**config.mk**
```make
export PLATFORM = sky130hd
export DESIGN_NAME = seq_divider16
export DESIGN_NICKNAME = d
export VERILOG_FILES = /design/src/rtl/seq_divider16_pkg.sv /design/src/rtl/seq_divider16_div_restore_step.sv /design/src/rtl/seq_divider16.sv
export SDC_FILE = /design/constraint.sdc
export NUM_CORES = 1
export LEC_CHECK = 0
export ABC_AREA = 1
export CORE_MARGIN = 2
export CORE_UTILIZATION = 54
export CTS_BUF_LIST = sky130_fd_sc_hd__clkbuf_16
export CTS_CLUSTER_DIAMETER = 150
export DETAILED_ROUTE_END_ITERATION = 10
export PLACE_DENSITY = 0.8
export SLEW_MARGIN = 20
export SYNTH_ARGS = -nofsm -noshare
export SYNTH_HDL_FRONTEND = slang
export SYNTH_SLANG_ARGS = --single-unit
export TNS_END_PERCENT = 100
```
**constraint.sdc**
```tcl
create_clock -name clk -period 7.6 [get_ports clk]
set_input_delay 1.9 -clock clk [delete_from_list [all_inputs] [get_ports clk]]
set_output_delay 1.9 -clock clk [all_outputs]
set_load 0.1 [all_outputs]
```
**src/rtl/seq_divider16_pkg.sv**
```systemverilog
// seq_divider16_pkg: shared state encoding and constants for the sequential divider
package seq_divider16_pkg;
    localparam int WIDTH_DEF = 16;
    localparam logic ZERO_DIV_BIT = 1'b1;
    typedef enum logic [1:0] {
        IDLE = 2'd0,
        RUN  = 2'd1,
        DONE = 2'd2
    } state_t;
endpackage

```
**src/rtl/seq_divider16_div_restore_step.sv**
```systemverilog
// seq_divider16_div_restore_step: one combinational restoring-division iteration on a ripple subtract chain
module seq_divider16_div_restore_step
    import seq_divider16_pkg::*;
#(
    parameter int WIDTH = WIDTH_DEF
) (
    input  logic [WIDTH-1:0] r,
    input  logic [WIDTH-1:0] q,
    input  logic [WIDTH-1:0] d,
    output logic [WIDTH-1:0] r_next,
    output logic [WIDTH-1:0] q_next
);
    logic [WIDTH:0] r_sh, b, t, c;
    assign r_sh = {r, q[WIDTH-1]};
    assign b = ~{1'b0, d};
    assign c[0] = 1'b1;
    for (genvar i = 0; i <= WIDTH; i++) begin : g_fa
        assign t[i] = r_sh[i] ^ b[i] ^ c[i];
        if (i < WIDTH) begin : g_c
            assign c[i+1] = (r_sh[i] & b[i]) | (c[i] & (r_sh[i] ^ b[i]));
        end
    end
    // t[WIDTH] is the sign of R'-D; a kept remainder always fits in WIDTH bits
    assign r_next = t[WIDTH] ? r_sh[WIDTH-1:0] : t[WIDTH-1:0];
    assign q_next = {q[WIDTH-2:0], ~t[WIDTH]};
endmodule

```
**src/rtl/seq_divider16.sv**
```systemverilog
// seq_divider16: multi-cycle restoring divider, one quotient bit per cycle; SIGNED_DIV_EN adds mode_signed
module seq_divider16
    import seq_divider16_pkg::*;
#(
    parameter int WIDTH = WIDTH_DEF
) (
    input  logic             clk,
    input  logic             reset,
    input  logic             start,
`ifdef SIGNED_DIV_EN
    input  logic             mode_signed,
`endif
    input  logic [WIDTH-1:0] dividend,
    input  logic [WIDTH-1:0] divisor,
    output logic             busy,
    output logic             done,
    output logic [WIDTH-1:0] quotient,
    output logic [WIDTH-1:0] remainder,
    output logic             div_by_zero
);
    localparam int CW = $clog2(WIDTH + 1);
    state_t state_q, state_d;
    logic [CW-1:0] count_q, count_d;
    logic [WIDTH-1:0] r_q, r_d, q_q, q_d, d_q, d_d, r_step, q_step;
    logic [WIDTH-1:0] quot_q, quot_d, rem_q, rem_d, op_a, op_b;
    logic busy_q, busy_d, done_q, done_d, dbz_q, dbz_d;
    logic neg_q_q, neg_q_d, neg_r_q, neg_r_d, neg_q, neg_r;
`ifdef SIGNED_DIV_EN
    always_comb begin
        neg_q = mode_signed & (dividend[WIDTH-1] ^ divisor[WIDTH-1]);
        neg_r = mode_signed & dividend[WIDTH-1];
        op_a = (mode_signed & dividend[WIDTH-1]) ? -dividend : dividend;
        op_b = (mode_signed & divisor[WIDTH-1]) ? -divisor : divisor;
    end
`else
    always_comb begin
        neg_q = 1'b0;
        neg_r = 1'b0;
        op_a = dividend;
        op_b = divisor;
    end
`endif
    seq_divider16_div_restore_step #(.WIDTH(WIDTH)) u_step (
        .r(r_q),
        .q(q_q),
        .d(d_q),
        .r_next(r_step),
        .q_next(q_step)
    );
    always_comb begin
        state_d = state_q;
        count_d = count_q;
        r_d = r_q;
        q_d = q_q;
        d_d = d_q;
        quot_d = quot_q;
        rem_d = rem_q;
        dbz_d = dbz_q;
        neg_q_d = neg_q_q;
        neg_r_d = neg_r_q;
        case (state_q)
            IDLE: if (start) begin
                if (divisor == '0) begin
                    state_d = DONE;
                    quot_d = {WIDTH{ZERO_DIV_BIT}};
                    rem_d = dividend;
                    dbz_d = 1'b1;
                end else begin
                    state_d = RUN;
                    count_d = CW'(WIDTH);
                    r_d = '0;
                    q_d = op_a;
                    d_d = op_b;
                    neg_q_d = neg_q;
                    neg_r_d = neg_r;
                end
            end
            RUN: begin
                r_d = r_step;
                q_d = q_step;
                count_d = count_q - CW'(1);
                if (count_q == CW'(1)) begin
                    state_d = DONE;
                    quot_d = neg_q_q ? -q_step : q_step;
                    rem_d = neg_r_q ? -r_step : r_step;
                    dbz_d = 1'b0;
                end
            end
            default: state_d = IDLE;
        endcase
        busy_d = state_d != IDLE;
        done_d = state_d == DONE;
    end
    always_ff @(posedge clk) begin
        if (reset) begin
            state_q <= IDLE;
            count_q <= '0;
            r_q <= '0;
            q_q <= '0;
            d_q <= '0;
            quot_q <= '0;
            rem_q <= '0;
            dbz_q <= 1'b0;
            neg_q_q <= 1'b0;
            neg_r_q <= 1'b0;
            busy_q <= 1'b0;
            done_q <= 1'b0;
        end else begin
            state_q <= state_d;
            count_q <= count_d;
            r_q <= r_d;
            q_q <= q_d;
            d_q <= d_d;
            quot_q <= quot_d;
            rem_q <= rem_d;
            dbz_q <= dbz_d;
            neg_q_q <= neg_q_d;
            neg_r_q <= neg_r_d;
            busy_q <= busy_d;
            done_q <= done_d;
        end
    end
    assign busy = busy_q;
    assign done = done_q;
    assign quotient = quot_q;
    assign remainder = rem_q;
    assign div_by_zero = dbz_q;
endmodule

```
==> results summary <==
The worst path required time came out at 7.82 ns. The maximum clock skew at final layout is 0.00720 ns. The die span in y came out at 95.2 um. After synthesis, the most frequently instantiated cells are 136 x sky130_fd_sc_hd__nand2_1, 101 x sky130_fd_sc_hd__nor2_1, 90 x sky130_fd_sc_hd__dfxtp_1, 90 x sky130_fd_sc_hd__inv_1, 50 x sky130_fd_sc_hd__a21oi_1.

Entering global routing, the biggest net connects 54 pins. Yosys instantiated no cell more often than sky130_fd_sc_hd__nand2_1. By instance count, the cell type seen most on the critical path is sky130_fd_sc_hd__fa_1. The number of hold-slack violations in the final timing report came out at 0.

The flow ran to the end, and the final reports show no timing, DRC or antenna violations. The die covers 9060 um2. The number of levels the H-tree was split into came out at 3. The number of warnings printed during yosys synthesis is 0. The achievable frequency is 140 MHz. The cell at the root of the clock tree is sky130_fd_sc_hd__clkbuf_16. The headroom to the max-slew limit is 30.4%. The post-synthesis sequential element count is 90. The maximum number of buffers from clock root to sink is 2. For this block, the via count after detailed routing is 4,099. For this run the aggregate overflow at the end of global routing stands at 0. The startpoint identified for the worst hold timing path is d_q[11].

The number of violations of the max-capacitance limit is 0. The slowest stage cell on the critical path is sky130_fd_sc_hd__fa_1. The number of antenna violations at the first check in global routing came out at 0. The setup-violating endpoint count in the final report is 0. The die width is 95.2 um.

The synthesis-to-layout area growth came out at 20.7%. The number of global-route vias before repair is 3,735. The number of enable-type register cells in the synthesized netlist came out at 0. Setup repair after global routing left no endpoint under its margin.

The all-layer global routing usage is 25.2%. The tree built by TritonCTS fans out to 90 sinks. The leakage power summed over all cells came out at 2.45 nW. The routed design has 10,800 um of wire. Summed over all nets, the half-perimeter wirelength after detailed placement is 7480 um. The worst setup path is of the reg -> reg kind.

The number of antenna cells inserted is 0. The type of element capturing the critical path is a flip-flop. The filler cell count in the final layout is 705.

The proportion of layout cells with a drive suffix above 1 is 5.10%. Setup slack closes at 0.453 ns. The max-slew violation total from the final report came out at 0. Gates resized during post-CTS repair numbered 0. The min-delay analysis places its worst path in the category reg -> reg. The number of I/O pins came out at 70. The cell area power density is 263 nW/um2. The data arrival time at the worst-slack endpoint came out at 7.37 ns. In this run switching power makes up 34.7% of total power. The count of TritonRoute iterations in the first routing pass came out at 5. Cell internal power was estimated by the tool at 0.000930 W. The total power came out at 0.00142 W. The total clock buffers created by CTS is 9. The final-stage net count came out at 735. The async set-reset flop share out of synthesis is 0%.

The TritonCTS clock tree is yes. The leading register cell type out of synthesis is sky130_fd_sc_hd__dfxtp_1. Of the post-synthesis cell area, the dominant cell type holds 40.1%. The post-route setup TNS is 0 ns. The fraction of the cycle the final worst path needs is 94.0%. The first routing iteration left 266 violations. The first-pass GRT wire length is 17,700 um. For this design, the CTS-stage hold fixing added 0 buffers.

The time the worst path needs with I/O delays and setup came out at 7.15 ns. The synthesized netlist net count is 687. In this design, the stage delay of the slowest critical-path cell is 0.40 ns. The final weighted congestion of routability-driven global placement came out at 0.905. In this run the power spent charging and discharging nets is 0.000494 W. The combinational group share of total power came out at 29.4%. Averaged over all synthesized cells, the footprint is 7.08 um2. Ranked by total cell area, the synthesized netlist is headed by sky130_fd_sc_hd__dfxtp_1 40%, sky130_fd_sc_hd__nand2_1 11%, sky130_fd_sc_hd__nor2_1 8.4%. The worst-margin pin slew came out at 1.04 ns. The clock-pin slew on the worst setup and hold paths is 0.06 ns. The initial core utilization came out at 55.2%. Buffers placed on the I/O ports in this run total 69. After synthesis the cells add up to 4490 um2. The number of placement rows came out at 33.

The clock latency reported for the late side of the worst-skew pair is 0.34 ns. The via density per instance is 5.18. The post-synthesis instance total is 634. The clock group share of total power is 32.5%. The number of antenna-violating nets in the routed design is 0. The launch point of the critical path is q_q[15]. The sequential-to-total area share from yosys stat came out at 40.1%.

The worst voltage drop across the vdd grid came out at 0.135 mV. The core area is 8130 um2. The start of the worst register-to-register path is q_q[15]. The count of distinct cell types in the synthesized netlist came out at 27. The part of the total power dissipated in sequential elements came out at 38.0%. After detailed routing, the number of remaining DRC violations is 0. The top fanout value on the critical path came out at 24. The category of the worst setup path launch point is a flip-flop.

Once the clock tree was built, the setup fixing pass inserted 0 buffers. The per-cell routed wire length is 13.6 um. The post-synthesis cell type with the largest combined area is sky130_fd_sc_hd__dfxtp_1. The pre-CTS setup slack came out at 0.515 ns.
[per-layer routing]
metal | track usage (%) | routed length, um
met5 | 0 | 0
met4 | 7.13 | 138
met3 | 3.95 | 635
met2 | 42.1 | 5170
met1 | 33.8 | 4830
[worst max-delay path: cells and delay by family, from the launching register on]
kind                     cells  cell delay, ns
AND/OR/NAND/NOR              8            1.17
adder cells (fa/ha/maj)     16            5.21
buffers and inverters        5            0.28
flip-flops                   1            0.35
[metrics by stage]
| step | hold slack, ns | area [um2] | instances | utilization (%) |
|---|---|---|---|---|
| global placement | 0.462 | 5110 | 776 | 62.8 |
| CTS | 0.487 | 5420 | 791 | 66.6 |
| finish | 0.482 | 5420 | 791 | 66.6 |
| floorplan | 0.444 | 4490 | 634 | - |
| global route | 0.503 | 5420 | 791 | 66.6 |
| detailed placement | 0.473 | 5110 | 776 | 62.8 |
[power by group through the flow]
stage,logic (W),clock network [W],registers [W]
6_report,0.000419,0.000463,0.000542
5_1_grt,0.000464,0.000488,0.000547
4_1_cts,0.000417,0.000467,0.000542
3_5_place_dp,0.000414,0,0.000552
3_3_place_gp,0.000403,0,0.000550
2_1_floorplan,0.000224,0,0.000649
[worst paths after layout]
check / slack, ns / cells past startpoint / end
hold reg to reg: 0.48 / 2 / d_q[11]
setup / recovery: 0.45 / 29 / remainder[12]
hold / removal: 0.48 / 2 / d_q[11]
setup reg to reg: 0.45 / 29 / remainder[12]
[flip-flops by register name (all words and copies together), names as in the netlist]
register	cells
d_q	16
q_q	16
quotient	16
r_q	16
remainder	16
count_q	5
state_q	2
busy	1
div_by_zero	1
done	1
[kinds of logic (layout without fill, tap and decap cells)]
logic type | Yosys count | count (layout) | synth area share [%]
compound gates | 106 | 106 | 12.7
fa+ha+maj | 18 | 18 | 7.53
buf+inv | 129 | 181 | 12.6
simple gates | 291 | 291 | 27.0
flops | 90 | 90 | 40.1
[area by class of cell]
| type | instances | area, um2 | share of cell area [%] |
|---|---|---|---|
| Multi-Input combinational cell | 415 | 2120 | 39.1 |
| Sequential cell | 90 | 1800 | 33.3 |
| Timing Repair Buffer | 70 | 693 | 12.8 |
| Inverter | 96 | 363 | 6.70 |
| Clock buffer | 9 | 225 | 4.16 |
| Tap cell | 105 | 131 | 2.42 |
| Clock inverter | 6 | 83.8 | 1.55 |
[placed cells by master, fill, tap and decap left out, drive strengths merged]
master / count
a21oi: 51
buf: 2
bufinv: 2
clkbuf: 9
clkdlybuf4s50: 68
clkinv: 2
clkinvlp: 1
dfxtp: 90
fa: 15
ha: 3
inv: 97
nand2: 138
nand3: 30
nand3b: 1
nand4: 14
nor2: 106
o211ai: 11
o21ai: 44
or2: 2
No activity file was read; power rests on OpenSTA's default activity.
